### src/rtl/mips_pkg.sv
// Shared MIPS EX-stage definitions: HI/LO unit op encodings, sequencer states, default width.
package mips_pkg;

    localparam int MD_DATA_W = 32;

    localparam logic [2:0] MD_MULT  = 3'b000;
    localparam logic [2:0] MD_MULTU = 3'b001;
    localparam logic [2:0] MD_DIV   = 3'b010;
    localparam logic [2:0] MD_DIVU  = 3'b011;
    localparam logic [2:0] MD_MTHI  = 3'b100;
    localparam logic [2:0] MD_MTLO  = 3'b101;

    typedef enum logic [1:0] {
        MD_IDLE = 2'd0,
        MD_RUN  = 2'd1,
        MD_FIX  = 2'd2,
        MD_DONE = 2'd3
    } md_state_t;

endpackage

### src/rtl/muldiv_step.sv
// One radix-2 iteration: shift-add multiply step or restoring-divide step on magnitudes.
module muldiv_step #(
    parameter int DATA_W = 32
) (
    input  logic [DATA_W-1:0] acc,
    input  logic [DATA_W-1:0] quo,
    input  logic [DATA_W-1:0] operand,
    input  logic              div,
    output logic [DATA_W-1:0] next_acc,
    output logic [DATA_W-1:0] next_quo
);

    logic [DATA_W:0] sum;
    logic [DATA_W:0] shifted;
    logic [DATA_W:0] diff;

    always_comb begin
        sum      = {1'b0, acc} + (quo[0] ? {1'b0, operand} : '0);
        shifted  = {acc, quo[DATA_W-1]};
        diff     = shifted - {1'b0, operand};
        next_acc = sum[DATA_W:1];
        next_quo = {sum[0], quo[DATA_W-1:1]};
        if (div) begin
            // Partial remainder stays below the divisor, so bit DATA_W of diff is the borrow.
            if (!diff[DATA_W]) begin
                next_acc = diff[DATA_W-1:0];
                next_quo = {quo[DATA_W-2:0], 1'b1};
            end else begin
                next_acc = shifted[DATA_W-1:0];
                next_quo = {quo[DATA_W-2:0], 1'b0};
            end
        end
    end

endmodule

### src/rtl/muldiv_sequencer.sv
// Multi-cycle MULT/MULTU/DIV/DIVU sequencer owning HI/LO; stalls the pipeline while busy.
module muldiv_sequencer
    import mips_pkg::*;
#(
    parameter int DATA_W = MD_DATA_W
) (
    input  logic              clk,
    input  logic              rst_n,
    input  logic              i_start,
    input  logic [2:0]        i_op,
    input  logic [DATA_W-1:0] i_rs,
    input  logic [DATA_W-1:0] i_rt,
    input  logic              i_hilo_rd,
    input  logic              i_flush,
    output logic              o_busy,
    output logic              o_stall,
    output logic              o_done,
    output logic [DATA_W-1:0] o_hi,
    output logic [DATA_W-1:0] o_lo
);

    localparam int CNT_W = $clog2(DATA_W);

    md_state_t         state;
    logic [CNT_W-1:0]  count;
    logic [DATA_W-1:0] acc;
    logic [DATA_W-1:0] quo;
    logic [DATA_W-1:0] operand;
    logic [DATA_W-1:0] hi;
    logic [DATA_W-1:0] lo;
    logic              is_div;
    logic              neg_q;
    logic              neg_r;
    logic              div_zero;
    logic              busy;
    logic              done;

    logic              op_md;
    logic              op_div;
    logic              op_signed;
    logic              sign_rs;
    logic              sign_rt;
    logic [DATA_W-1:0] abs_rs;
    logic [DATA_W-1:0] abs_rt;
    logic [DATA_W-1:0] step_acc;
    logic [DATA_W-1:0] step_quo;
    logic [2*DATA_W-1:0] prod;
    logic [2*DATA_W-1:0] prod_fix;
    logic [DATA_W-1:0] fix_hi;
    logic [DATA_W-1:0] fix_lo;

    always_comb begin
        op_md     = (i_op == MD_MULT) || (i_op == MD_MULTU) ||
                    (i_op == MD_DIV)  || (i_op == MD_DIVU);
        op_div    = (i_op == MD_DIV)  || (i_op == MD_DIVU);
        op_signed = (i_op == MD_MULT) || (i_op == MD_DIV);
        sign_rs   = op_signed & i_rs[DATA_W-1];
        sign_rt   = op_signed & i_rt[DATA_W-1];
        abs_rs    = sign_rs ? ('0 - i_rs) : i_rs;
        abs_rt    = sign_rt ? ('0 - i_rt) : i_rt;
    end

    muldiv_step #(
        .DATA_W (DATA_W)
    ) u_step (
        .acc      (acc),
        .quo      (quo),
        .operand  (operand),
        .div      (is_div),
        .next_acc (step_acc),
        .next_quo (step_quo)
    );

    // Sign correction applied once the magnitude iterations are finished.
    always_comb begin
        prod     = {acc, quo};
        prod_fix = neg_q ? ('0 - prod) : prod;
        fix_hi   = prod_fix[2*DATA_W-1:DATA_W];
        fix_lo   = prod_fix[DATA_W-1:0];
        if (is_div) begin
            fix_hi = neg_r ? ('0 - acc) : acc;
            fix_lo = div_zero ? '1 : (neg_q ? ('0 - quo) : quo);
        end
    end

    always_ff @(posedge clk or negedge rst_n) begin
        if (!rst_n) begin
            state    <= MD_IDLE;
            count    <= '0;
            acc      <= '0;
            quo      <= '0;
            operand  <= '0;
            hi       <= '0;
            lo       <= '0;
            is_div   <= 1'b0;
            neg_q    <= 1'b0;
            neg_r    <= 1'b0;
            div_zero <= 1'b0;
            busy     <= 1'b0;
            done     <= 1'b0;
        end else begin
            done <= 1'b0;
            case (state)
                MD_IDLE, MD_DONE: begin
                    state <= MD_IDLE;
                    busy  <= 1'b0;
                    if (i_start && !i_flush) begin
                        if (op_md) begin
                            state    <= MD_RUN;
                            busy     <= 1'b1;
                            count    <= CNT_W'(DATA_W - 1);
                            acc      <= '0;
                            quo      <= op_div ? abs_rs : abs_rt;
                            operand  <= op_div ? abs_rt : abs_rs;
                            is_div   <= op_div;
                            neg_q    <= sign_rs ^ sign_rt;
                            neg_r    <= sign_rs;
                            div_zero <= (i_rt == '0);
                        end else if (i_op == MD_MTHI) begin
                            hi <= i_rs;
                        end else if (i_op == MD_MTLO) begin
                            lo <= i_rs;
                        end
                    end
                end
                MD_RUN: begin
                    if (i_flush) begin
                        state <= MD_IDLE;
                        busy  <= 1'b0;
                    end else begin
                        acc   <= step_acc;
                        quo   <= step_quo;
                        count <= count - CNT_W'(1);
                        if (count == '0) begin
                            state <= MD_FIX;
                        end
                    end
                end
                MD_FIX: begin
                    state <= MD_IDLE;
                    busy  <= 1'b0;
                    if (!i_flush) begin
                        hi    <= fix_hi;
                        lo    <= fix_lo;
                        state <= MD_DONE;
                        done  <= 1'b1;
                    end
                end
                default: begin
                    state <= MD_IDLE;
                    busy  <= 1'b0;
                end
            endcase
        end
    end

    assign o_busy  = busy;
    assign o_stall = busy & (i_start | i_hilo_rd);
    assign o_done  = done;
    assign o_hi    = hi;
    assign o_lo    = lo;

endmodule
### config.mk
export PLATFORM = sky130hd
export DESIGN_NAME = muldiv_sequencer
export DESIGN_NICKNAME = d
export VERILOG_FILES = /design/src/rtl/mips_pkg.sv /design/src/rtl/muldiv_step.sv /design/src/rtl/muldiv_sequencer.sv
export SDC_FILE = /design/constraint.sdc
export NUM_CORES = 1
export LEC_CHECK = 0
export CORE_UTILIZATION = 30
export DETAILED_ROUTE_END_ITERATION = 8
export GPL_ROUTABILITY_DRIVEN = 0
export PLACE_DENSITY_LB_ADDON = 0.12
export SYNTH_ARGS = -nofsm -noshare
export SYNTH_HDL_FRONTEND = slang
export SYNTH_SLANG_ARGS = --single-unit
### constraint.sdc
create_clock -name clk -period 3.67 [get_ports clk]
set_input_delay 0.367 -clock clk [delete_from_list [all_inputs] [get_ports clk]]
set_output_delay 0.367 -clock clk [all_outputs]
set_load 0.02 [all_outputs]
* Yosys cells after proc, flatten, opt, wreduce, memory -nomap -nowiden
Cells that the tools add are included.
Cells by class: add/subtract/negate cells 8, $mul 0, div/mod/pow operators 0, order comparisons 0, equal/unequal tests 18, shift-type cells 0, multiplexer cells 50, bitwise logic cells 5, reductions and logical operators 18
Operator list (number):
- 2-to-1 mux 32 bit | 28
- one-hot mux 32 bit (2 select lines) | 4
- subtractor 1 x 32 -> 32 bit (first input constant) | 4
- 2-to-1 mux 64 bit | 1
- subtractor 1 x 64 -> 64 bit (first input constant) | 1
- adder 32 x 33 -> 33 bit | 1
- subtractor 33 x 32 -> 33 bit | 1
- zero test 32 bit | 1
- != test 2 bit (second input constant) | 9
- 2-to-1 mux 5 bit | 3
- one-hot mux 5 bit (2 select lines) | 1
- 2-to-1 mux 1 bit | 8
- == test 3 x 2 -> 1 bit (second input constant) | 2
- == test 3 bit (second input constant) | 2
- 2-to-1 mux 2 bit | 3
- one-hot mux 2 bit (3 select lines) | 1
- AND reduction 6 bit | 1
- zero test 5 bit | 1
- logical OR 1 bit | 5
- AND reduction 5 bit | 1
- subtractor 5 x 1 -> 5 bit (second input constant) | 1
- == test 2 bit (second input constant) | 2
- AND reduction 4 bit | 1
- nonzero test 2 bit | 2
- other kinds (13) | 15
Storage, ports and cells: flip-flop bits (word level) 173, bits in latches 0, RAM bits 0, bits in read-only memories 0, output and inout bits 67, word-level logic and storage cells 112, memories 0

* Logic depth before layout (Yosys ltp)
Gate-level depths: netlist (run 1).
depth after elaboration 8, depth in mapped cells 13

* Modules after synthesis
From an unflattened synthesis (run 1), not the netlist that was laid out.
Unflattened totals: cell total of the unflattened synthesis 2084, area total of the unflattened synthesis 16022.9 µm²
By module, submodules not included:
- muldiv_sequencer | times used 1, cells an instance 1402, area each 11319.6 µm², sequential area each 4329.2 µm²
- muldiv_step | times used 1, cells an instance 682, area each 4703.3 µm², sequential area each 0.0 µm²

* Least setup slack after synthesis (run 1)
No wires, ideal clock.
kind register to register, from register quo[0], to register hi[12], in the netlist o_hi[12], setup time 0.118 ns, arrival 3.018 ns, setup slack 0.534 ns, stages on the path, launching flop included 13, buffers on the path 2, period minus slack after synthesis 3.136 ns, path through dfrtp_1 inv_1 clkbuf_1 ha_1 nand2b_1 or4_1 or3_4 buf_6 o31ai_4 a31o_1 xor2_1 a211oi_1 a21o_1
Between the ends: longest elaborated chain between the ends 5
RTL lines:
- start: declaration | line muldiv_sequencer.sv:27 | logic [DATA_W-1:0] quo;
- start signal: assignment | line muldiv_sequencer.sv:113 | quo <= op_div ? abs_rs : abs_rt;
- start signal: assignment | line muldiv_sequencer.sv:132 | quo <= step_quo;
- subtractor 1 x 64 -> 64 bit | line muldiv_sequencer.sv:77 | prod_fix = neg_q ? ('0 - prod) : prod;
- 2-to-1 mux 64 bit | line muldiv_sequencer.sv:77
- 2-to-1 mux 32 bit | line muldiv_sequencer.sv:80 | if (is_div) begin
- 2-to-1 mux 32 bit | line muldiv_sequencer.sv:142 | if (!i_flush) begin
- one-hot mux 32 bit (2 select lines) | line muldiv_sequencer.sv:103 | case (state)
- end signal: assignment | line muldiv_sequencer.sv:120 | hi <= i_rs;
- end signal: assignment | line muldiv_sequencer.sv:143 | hi <= fix_hi;
- end: declaration | line muldiv_sequencer.sv:29 | logic [DATA_W-1:0] hi;
No other way between the ends. The select of a mux whose other input is x is not followed. A chain may end at the register's enable or synchronous reset.

* Worst setup path in the final report (run 1)
from register quo[25], to register hi[7], in the netlist o_hi[7]
Same word-level chain as after synthesis.

==> results of run 1 <==
synth_stat cells, types with 37 or more instances:
cell type    n
xor2_1      71
dfrtp_1    173
inv_1       82
nand2_1    226
a21oi_1    140
mux2i_1     51
o21ai_0    224
nand3_1     39
o22ai_1     37
clkbuf_1   104
ha_1        72
xnor2_1     98
nor3_1      53
nor2_1     152
kinds of logic (layout without fill, tap and decap cells):
group	after synthesis	after routing
muxes	75	75
and+or+nand+nor	641	641
AOI/OAI and AO/OA	657	657
DFF	173	173
xor gates and xnor gates	169	169
other	0	2
adders and majority gates	74	74
buffers and inverters	209	384
cell type report:
cell class / count / area, sq um / share of cell area [%]
Antenna cell: 2 / 5.00 / 0.0266
Clock buffer: 19 / 443 / 2.36
Clock inverter: 13 / 134 / 0.712
Inverter: 84 / 315 / 1.68
Multi-Input combinational cell: 1616 / 10300 / 55.0
Sequential cell: 173 / 4330 / 23.0
Tap cell: 672 / 841 / 4.47
Timing Repair Buffer: 268 / 2400 / 12.8
metal layers:
layer / GRT usage (%) / wire length, microns / share of wire, % / vias up
li1: - / - / - / 7589
met1: 35.9 / 31100 / 46 / 7858
met2: 39.2 / 29900 / 44 / 614
met3: 3.37 / 4480 / 6.6 / 84
met4: 9.23 / 2170 / 3.2 / 0
met5: 0 / 0 / 0 / -
power groups by stage:
stage / Clock, W / Sequential (W) / Combinational, W
2_1_floorplan: 0 / 0.00294 / 0.00266
3_3_place_gp: 0 / 0.00288 / 0.00462
3_5_place_dp: 0 / 0.00289 / 0.00463
4_1_cts: 0.00191 / 0.00285 / 0.00465
5_1_grt: 0.00199 / 0.00292 / 0.00508
6_report: 0.00188 / 0.00286 / 0.00468
flip-flops by register name, summed over array words and instances, names as in the netlist, 2 cells and up:
signal   count
quo         32
operand     32
state        2
count        5
acc         32
o_hi        32
o_lo        32
worst max-delay path, cell delays in order, from the launching register on:
cell and delay (ns):
dfrtp_1 0.47, or4_1 0.65, or3_1 0.40, or3_1 0.49, o31ai_2 0.56, a21oi_1 0.16, xnor2_1 0.17, a211oi_1 0.43
a21o_1 0.12
worst paths after layout:
path	to	depth (start not counted)
min	o_hi[10]	2
min in group clk	o_hi[31]	2
max	o_hi[7]	8
max reg2reg	o_hi[7]	8
max in group asynchronous	operand[29]	3
min reg2reg	o_hi[31]	2
through the flow:
step | setup WS [ns] | power [W]
floorplan | 0.534 | 0.00560
global placement | 0.167 | 0.00749
detailed placement | 0.112 | 0.00752
CTS | 0.207 | 0.00941
global route | 0.00762 | 0.00998
finish | 0.155 | 0.00941
timing repair:
item | CTS | global route
hold buffers | 1 | 0
endpoints found under the setup margin | 0 | 0
endpoints found under the hold margin | 45 | 0
==> results_dict.tcl, run 1 <==
set metrics [dict create \
    htreeDepth 4 \
    synth_flop_cell "dfrtp_1" \
    root_buffer "clkbuf_16" \
    drive_above_1_share_pct 9.71 \
    yosys.area_share.simple_pct 19.6 \
    dp_hpwl_microns 53800 \
    layout.cells.non_filler 2847 \
    cap_violations 0 \
    placed_cell_area_sq_um 18200 \
    grt_max_degree 65 \
    synth_edf_count 0 \
    synth-compound-area-share_pct 26.4 \
    dieWidth_microns 229 \
    period_needed_ns 3.52 \
    slew_headroom_pct 16.3 \
    initial_core_util_pct 30.6 \
    finalHoldViolCount 0 \
    die_h_microns 229 \
    final_common_cell "nand2_1" \
    tightestPinTransition_ns 1.26 \
    numPortBuffers 138 \
    cts_setup_buffers 0 \
    overflow 0 \
    dieArea_sq_um 52400 \
    firstDrtPassIters 6 \
    drt_wl_total_microns 67700 \
    synth_top_family_by_area "compound AO/OA/AOI/OAI gates" \
    combPwrFrac_pct 49.7 \
    rows 82 \
    antenna_left 0 \
    hold_path.class "in2async" \
    synth_area_sq_um 15400 \
    required_ns 4.08 \
    postSynthCellCount 1998 \
    nets 2306 \
    cts_tree "yes" \
    holdWs_ns 0.428 \
    clockBufferDepth 2 \
    yosysTopAreaCell "dfrtp_1" \
    placed_cells 2812 \
    cts_made_buffers 17 \
    yosys_register_bits 173 \
    insertion_delay_ns 0.47 \
    drcViolationCount 0 \
    power.leakage_nw 8.03 \
    setup_viol 0 \
    rsz0062_at_grt "false" \
    track_usage_pct 25.4 \
    startpoint "quo[25]" \
    power_density_nw_per_um2 501 \
    status "finished clean" \
    reg2reg_from "quo[25]" \
    first_global_vias 15186 \
    synth_top_area_share_pct 28.0 \
    mostFrequentLayoutCells "nand2_1 (226), o21ai_0 (224), dfrtp_1 (172)" \
    power_frac_seq_pct 30.3 \
    rrSetupSlack_ns 0.15 \
    critical_path_class "reg2reg" \
    tns_ns 0 \
    num_io_pins 139 \
    slew_viol_final 0 \
    wl_per_cell_microns 23.8 \
    ys.warnings.count 0 \
    fin_util_pct 37.2 \
    syn_avg_cell_area_sq_um 7.73 \
    post_cts_resized 0 \
    ys_seq_area_share_pct 28.0 \
    arrival_ns 3.92 \
    power_switching_w 0.00418 \
    routed_via_density 5.67 \
    core_sq_um 50500 \
    min_period_over_period_pct 95.8 \
    synth_cell_types 74 \
    finClkSkew_ns 0.0153 \
    pwr-share-clk_pct 20.0 \
    worstSetupStartpointType "register" \
    power.share.switching_pct 44.4 \
    muxShareOfSynthArea_pct 5.05 \
    antenna_found_initial 1 \
    synthesis.nets 2144 \
    endpoint_kind "register" \
    synth_xor_area_share_pct 9.58 \
    fin_area_sq_um 18800 \
    power.internal_w 0.00523 \
    peakVddDrop_v 0.000373 \
    first_iter_violations 1444 \
    area_growth_pct 21.7 \
    synth_top_cells_by_area "dfrtp_1 (28%), o21ai_0 (7.3%), ha_1 (5.8%)" \
    worstPathMaxFanout 8 \
    dr_total_vias 16145 \
    clock-sinks 173 \
    synth-async-reset-ratio_pct 100 \
    path_clk_slew_ns 0.08 \
    synthAdderAreaFrac_pct 6.09 \
    nFillCells 5276 \
    grt_first_pass_wirelength_microns 100000 \
    fmax_mhz 284 \
]
Power figures use the tool's default switching activity.
==> inputs of run 2 (changes only) <==
--- a/config.mk
+++ b/config.mk
@@ -5,10 +5,12 @@
 export SDC_FILE = /design/constraint.sdc
 export NUM_CORES = 1
 export LEC_CHECK = 0
+export CORE_ASPECT_RATIO = 1.25
 export CORE_UTILIZATION = 30
 export DETAILED_ROUTE_END_ITERATION = 8
 export GPL_ROUTABILITY_DRIVEN = 0
 export PLACE_DENSITY_LB_ADDON = 0.12
+export SKIP_CTS_REPAIR_TIMING = 1
 export SYNTH_ARGS = -nofsm -noshare
 export SYNTH_HDL_FRONTEND = slang
 export SYNTH_SLANG_ARGS = --single-unit
==> run 2 against run 1 <==
Compared with the run above: die area about the same; sequential power about the same; clock-buffer cell count is 2 lower; global-route usage increased by 0.23 points.
==> results_dict.tcl, run 2 (same netlist as run 1, synthesis figures left out) <==
set metrics [dict create \
    num_io_pins 139 \
    routed_via_density 5.63 \
    critical_path.endpoint "o_hi[29]" \
    rrSetupSlack_ns 0.16 \
    worstPathMaxFanout 6 \
    placed_cells 2805 \
    dieWidth_microns 205 \
    clock-sinks 173 \
    required_ns 3.99 \
    htreeDepth 4 \
    first_iter_violations 1116 \
    dieArea_sq_um 52400 \
    clockBufferDepth 2 \
    startpoint "quo[0]" \
    firstDrtPassIters 5 \
    cap_violations 0 \
    path_clk_slew_ns 0.08 \
    insertion_delay_ns 0.47 \
    numPortBuffers 138 \
    rsz0062_at_grt "false" \
    hold_path.class "reg2reg" \
    arrival_ns 3.83 \
    endpoint_kind "register" \
    cts_tree "yes" \
    status "finished clean" \
    wl_per_cell_microns 23.9 \
    reg2reg_from "quo[0]" \
    drive_above_1_share_pct 10.1 \
    finClkSkew_ns 0.0151 \
    period_needed_ns 3.51 \
    area_growth_pct 22.0 \
    mostFrequentLayoutCells "nand2_1 (226), o21ai_0 (224), dfrtp_1 (172)" \
    layout.cells.non_filler 2838 \
    fmax_mhz 285 \
    grt_first_pass_wirelength_microns 101000 \
    die_h_microns 256 \
    core_sq_um 50600 \
    drcViolationCount 0 \
    initial_core_util_pct 30.5 \
    cts_made_buffers 17 \
    root_buffer "clkbuf_16" \
    min_period_over_period_pct 95.6 \
    track_usage_pct 25.6 \
    grt_max_degree 78 \
    power_density_nw_per_um2 503 \
    r2r-end "o_hi[29]" \
    power.leakage_nw 8.07 \
    worstSetupStartpointType "register" \
    holdWs_ns 0.482 \
    nFillCells 5363 \
    final_common_cell "nand2_1" \
    critical_path_class "reg2reg" \
    setup_viol 0 \
    slew_headroom_pct 32.4 \
    first_global_vias 15767 \
    dr_total_vias 15987 \
    drt_wl_total_microns 67900 \
    num_antenna_cells 0 \
    dp_hpwl_microns 53600 \
    nets 2313 \
    overflow 0 \
    rows 92 \
    tightestPinTransition_ns 1.01 \
    peakVddDrop_v 0.000417 \
    antenna_left 0 \
    rr_worst_depth 8 \
    power.total_w 0.00947 \
    finalHoldViolCount 0 \
    slew_viol_final 0 \
    fin_util_pct 37.2 \
    antenna_found_initial 0 \
]
==> run 2: cell types whose count changed in the layout (fill, tap and decap cells not counted), sizes merged <==
cell | before | now
buf | 130 | 136
clkbuf | 19 | 18
clkinv | 10 | 6
clkinvlp | 0 | 3
diode | 2 | 0
inv | 86 | 89
==> run 2: report_power, final <==
group / leakage (nW) / internal (W) / switching [W]
clock: 0.285 / 0.000976 / 0.000970
combinational: 5.58 / 0.00191 / 0.00279
sequential: 2.20 / 0.00235 / 0.000480
total: 8.07 / 0.00523 / 0.00424
==> run 2: worst min path at each step <==
stage	startpoint	endpoint	slack [ns]	cells past startpoint
CTS	rst_n	quo[1]	-0.03	1
detailed placement	rst_n	quo[1]	0.47	1
global route	o_lo[9]	o_lo[9]	0.50	2
global placement	o_lo[9]	o_lo[9]	0.46	2
floorplan	rst_n	acc[0]	0.07	0
finish	o_lo[9]	o_lo[9]	0.48	2
==> run 2: area by class of cell <==
cell class | instances | area (sq um) | area share [%]
Clock buffer | 17 | 425 | 2.26
Clock inverter | 15 | 176 | 0.936
Inverter | 84 | 315 | 1.67
Multi-Input combinational cell | 1616 | 10300 | 54.8
Sequential cell | 173 | 4330 | 23.0
Tap cell | 658 | 823 | 4.37
Timing Repair Buffer | 275 | 2440 | 13.0
==> run 2: layer usage <==
layer  vias to the layer above  share of wire [%]  global-route usage, %
met5                         -                  0                      0
met4                         0                5.1                   12.7
met3                       112                4.0                   2.33
met2                       507                 50                   44.8
met1                      7775                 41                   31.1
li1                       7593                  -                      -
==> run 2: critical path, stage by stage, from the launching register on <==
cell     delay (ns)
dfrtp_1        0.48
or3_1          0.45
or4_1          0.55
or3_1          0.49
o31ai_2        0.60
o21ai_0        0.21
xor2_1         0.20
mux2i_1        0.25
o21ai_0        0.12
==> run 2: per-stage QoR <==
| step | setup WS (ns) | area, sq um | setup TNS, ns |
|---|---|---|---|
| 6_report | 0.160 | 18800 | 0 |
| 3_3_place_gp | -0.0172 | 18200 | -0.0172 |
| 4_1_cts | 0.205 | 18800 | 0 |
| 5_1_grt | 0.0391 | 18800 | 0 |
| 2_1_floorplan | 0.534 | 15400 | 0 |
| 3_5_place_dp | -0.0824 | 18200 | -0.0824 |
==> variant 1: new RTL, config.mk and constraints of run 2 <==
Change the package constant `MD_DATA_W` from 32 to 16.
--- a/src/rtl/mips_pkg.sv
+++ b/src/rtl/mips_pkg.sv
@@ -1,7 +1,7 @@
 // Shared MIPS EX-stage definitions: HI/LO unit op encodings, sequencer states, default width.
 package mips_pkg;
 
-    localparam int MD_DATA_W = 32;
+    localparam int MD_DATA_W = 16;
 
     localparam logic [2:0] MD_MULT  = 3'b000;
     localparam logic [2:0] MD_MULTU = 3'b001;
Interface: changed (resized i_rs, i_rt, o_hi and o_lo); port bits go from 139 to 75. The function was not compared with the original's and may differ.
==> variant 1 against run 2 <==
Final area is 51% lower; first-iteration DRC count fell by 62%; synthesized cell count decreased by 52%; synthesized area is 50% lower; power shrank 37%; worst setup slack improved by 0.31 ns; count of clock-buffer cells in the layout shrank 8; routed wire length shrank 60%; final cell count is 51% lower; sequential cell count down 81; largest power group unchanged.
==> variant 1: results (changes against run 2) <==
Outcome
  • Outcome: completed (unchanged)

Placed design
  • Pre-CTS setup slack: 0.478 ns (was -0.0824 ns)
  • Placed instance area: 8890 sq um (was 18200 sq um)
  • DP Wirelength: 21400 microns (was 53600 microns)

Synthesis
  • Top post-synthesis cells by count: nor2_1, nand2_1, o21ai_0, dfrtp_1, a21oi_1 (was nand2_1, o21ai_0, dfrtp_1, nor2_1, a21oi_1)
  • Mapped Cells: 968 (was 1998)
  • Syn Nets: 1049 (was 2144)
  • Area contributors post-synth: dfrtp_1, o21ai_0, ha_1 (unchanged)
  • Yosys cell types: 67 (was 74)

Power
  • Maximum VDD drop: 0.244 mV (was 0.417 mV)

Routing
  • Total Wirelength: 27400 microns (was 67900 microns)

Global route
  • Met3 usage: 1.92% (was 2.33%)
  • Grt met1 use: 25.1% (was 31.1%)
  • Met2 Resource Use GR: 38.1% (was 44.8%)
  • GRT Util Overall: 21.1% (was 25.6%)
  • Vias in the first global route: 7259 (was 15800)
  • First-pass GRT wire length: 42200 microns (was 101000 microns)

Final layout
  • P&R area growth vs syn: 19.8% (was 22.0%)

CTS
  • TritonCTS buffer count: 9 (was 17)
  • Htree depth: 3 (was 4)

Worst setup path
  • Delay of the slowest critical-path stage: 0.49 ns (was 0.60 ns)
  • Worst Path Arrival: 3.45 ns (was 3.83 ns)
  • Reg2Reg Launch Point: quo[15] (was quo[0])

Timing
  • Min Hold Slack: 0.0963 ns (was 0.482 ns)
  • Slew headroom: 27.1% (was 32.4%)
  • Worst Skew: 0.0122 ns (was 0.0151 ns)
==> variant 1: cell count changes after synthesis, sizes merged, moves of 47 or more <==
| cell | change |
|---|---|
| a21oi | -59 |
| clkbuf | -61 |
| dfrtp | -81 |
| nand2 | -122 |
| o21ai | -123 |
| xor2 | -47 |
==> variant 1: power by group <==
| group | switching, mW | internal [mW] |
|---|---|---|
| Clock | 0.478 | 0.540 |
| Combinational | 1.83 | 1.45 |
| Sequential | 0.374 | 1.32 |
==> variant 1: how the worst max path moves through the flow <==
stage,startpoint,cells after the start,endpoint,slack (ns)
2_1_floorplan,quo[0],11,o_hi[4],0.73
3_3_place_gp,quo[1],10,o_hi[6],0.53
3_5_place_dp,quo[15],12,acc[0],0.48
4_1_cts,quo[15],12,acc[0],0.45
5_1_grt,quo[15],12,acc[0],0.24
6_report,quo[15],12,acc[0],0.47
==> variant 1: area by class of cell <==
type	instances	share of cell area, %
inverters	45	1.84
multi-input cells	778	54.0
well taps	335	4.56
clock buffers	9	2.45
clock inverters	7	0.871
flip-flops and latches	92	25.0
repair buffers	112	11.3
==> variant 1: cell families (layout without fill, tap and decap cells) <==
family	count (synthesis)	after routing	synth area share, %
buf+inv	98	173	5.46
simple gates	309	309	18.8
flops	92	92	30.0
fa+ha+maj	41	41	6.88
xor+xnor	76	76	8.68
compound gates	315	315	25.1
mux	37	37	5.04
==> variant 1: per-layer routing <==
metal | vias to the layer above | wire [microns]
met4 | 0 | 1020
met3 | 40 | 688
met5 | - | 0
met1 | 3511 | 11500
li1 | 3600 | -
met2 | 132 | 14200
==> variant 1: worst max-delay path: cells and delay by family (launching register included) <==
| kind | cells | cell delay (ns) |
|---|---|---|
| AOI/OAI and AO/OA | 5 | 1.44 |
| DFF | 1 | 0.49 |
| and+or+nand+nor | 1 | 0.08 |
| buffers and inverters | 2 | 0.41 |
| muxes | 1 | 0.11 |
| xor gates and xnor gates | 1 | 0.16 |
| adders and majority gates | 2 | 0.40 |
==> variant 2: new RTL, config.mk and constraints of run 2 <==
Without the edit above. Encoding of `md_state_t`: now one-hot (4 bits for 4 states).
--- a/src/rtl/mips_pkg.sv
+++ b/src/rtl/mips_pkg.sv
@@ -10,11 +10,11 @@
     localparam logic [2:0] MD_MTHI  = 3'b100;
     localparam logic [2:0] MD_MTLO  = 3'b101;
 
-    typedef enum logic [1:0] {
-        MD_IDLE = 2'd0,
-        MD_RUN  = 2'd1,
-        MD_FIX  = 2'd2,
-        MD_DONE = 2'd3
+    typedef enum logic [3:0] {
+        MD_IDLE = 4'b0001,
+        MD_RUN  = 4'b0010,
+        MD_FIX  = 4'b0100,
+        MD_DONE = 4'b1000
     } md_state_t;
 
 endpackage
Function: no difference found for any inputs over 4 cycles, from zero or initial values and one cycle with rst_n low; so few cycles prove little.
==> variant 2 against run 2 <==
Worst hold slack lost 0.0053 ns; synthesized cell count decreased by 3.0%; global-route usage hardly changed; worst setup slack gained 0.14 ns; die area is 1.2% lower; routed wire length down 2.4%; critical path type unchanged; final area decreased by 2.7%; sequential share of layout area rose by 0.91 points; count of clock-buffer cells in the layout did not move; via count is 1.9% lower; final cell count shrank 3.6%; synthesized area is 1.2% lower; sequential cell count rose by 2; power decreased by 5.7%.
==> variant 2: results (changes against run 2) <==
Outcome
  • Outcome: completed (unchanged)

Synthesis
  • Top post-synthesis cells by count: nand2_1, dfrtp_1, nor2_1, o21ai_0, a21oi_1 (was nand2_1, o21ai_0, dfrtp_1, nor2_1, a21oi_1)
  • Mapped Cells: 1939 (was 1998)
  • Mux contribution to synthesized area: 4.31% (was 5.05%)
  • Syn Nets: 2083 (was 2144)
  • Area contributors post-synth: dfrtp_1, ha_1, nand2_1 (was dfrtp_1, o21ai_0, ha_1)
  • Compound-gate portion of the synthesized area: 26.5% (was 26.4%)
  • Sequential share of the synthesized area: 28.7% (was 28.0%)
  • Fraction of the mapped netlist area in adder cells: 6.00% (was 6.09%)
  • Synth Area in XOR/XNOR: 9.24% (was 9.58%)

Worst setup path
  • Worst Path Arrival: 3.70 ns (was 3.83 ns)
  • Largest delay share family, worst path: compound AO/OA/AOI/OAI gates (was simple AND/OR/NAND/NOR gates)
  • Crit Path Max Fanout: 30 (was 6)
  • CP max-delay cell: a2111oi_0 (was o31ai_2)

Global route
  • Met3 usage: 2.35% (was 2.33%)
  • Largest net degree at the start of global routing: 81 (was 78)
  • Met2 Resource Use GR: 44.5% (was 44.8%)
  • First-pass GRT wire length: 98400 microns (was 101000 microns)

Timing
  • Slew @ Worst Pin: 1.03 ns (was 1.01 ns)
  • Worst Skew: 0.0141 ns (was 0.0151 ns)

Final layout
  • Non-clock buffer instance count of the final layout: 237 (was 275)
  • Clk tree area frac: 3.11% (was 3.19%)
  • Post-layout nets: 2209 (was 2313)
  • Sequential Area: 4380 sq um (was 4330 sq um)
  • Comb_multi_in: 1580 (was 1616)
  • Inverter count: 54 (was 84)
  • Multi-input logic area: 10200 sq um (was 10300 sq um)
  • Final Non-Filler Cells: 2736 (was 2838)
  • Fraction of layout cells with a size suffix above 1: 8.08% (was 10.1%)
  • Design area: 18300 sq um (was 18800 sq um)
  • # fillers: 5302 (was 5363)

Routing
  • Met2 wire len: 33000 microns (was 33800 microns)
  • Metal3 WL: 2260 microns (was 2730 microns)
  • M1 WL: 26900 microns (was 27900 microns)
  • Vias: 15700 (was 16000)

CTS
  • Clock tree buffer depth: 2 (unchanged)

Placed design
  • DP Wirelength: 52300 microns (was 53600 microns)
  • Placed instance area: 17800 sq um (was 18200 sq um)

Min path
  • Hold crit path type: input port to asynchronous set/reset pin (was register to register)

Power
  • Maximum VDD drop: 0.305 mV (was 0.417 mV)
## variant 2: cell types whose count changed after synthesis, moves of 10 or more
| cell | delta |
|---|---|
| o21ai_0 | -71 |
| inv_1 | -28 |
| o21ai_1 | +26 |
| mux2_2 | -19 |
| o211ai_1 | -19 |
| nor2_1 | +17 |
| a221o_1 | +13 |
| a22oi_1 | +12 |
| or3_1 | +11 |
| a21o_1 | +10 |
| nor4_1 | -10 |
| xnor2_1 | -10 |
## variant 2: power by group
part / internal [mW] / switching [mW]
clock network: 0.903 / 0.954
registers: 2.39 / 0.489
logic: 1.71 / 2.49
total: 5.00 / 3.93
## variant 2: path summary, 6_finish.rpt
kind                            cells after the start     endpoint   startpoint  slack, ns
worst min register to register                      2  operand[22]  operand[22]       0.48
max in group asynchronous                           3       is_div        rst_n       2.13
worst max register to register                     12      acc[27]       quo[0]       0.30
min in group clk                                    2  operand[22]  operand[22]       0.48
worst min-delay path                                2     o_lo[16]        rst_n       0.48
worst max-delay path                               12      acc[27]       quo[0]       0.30
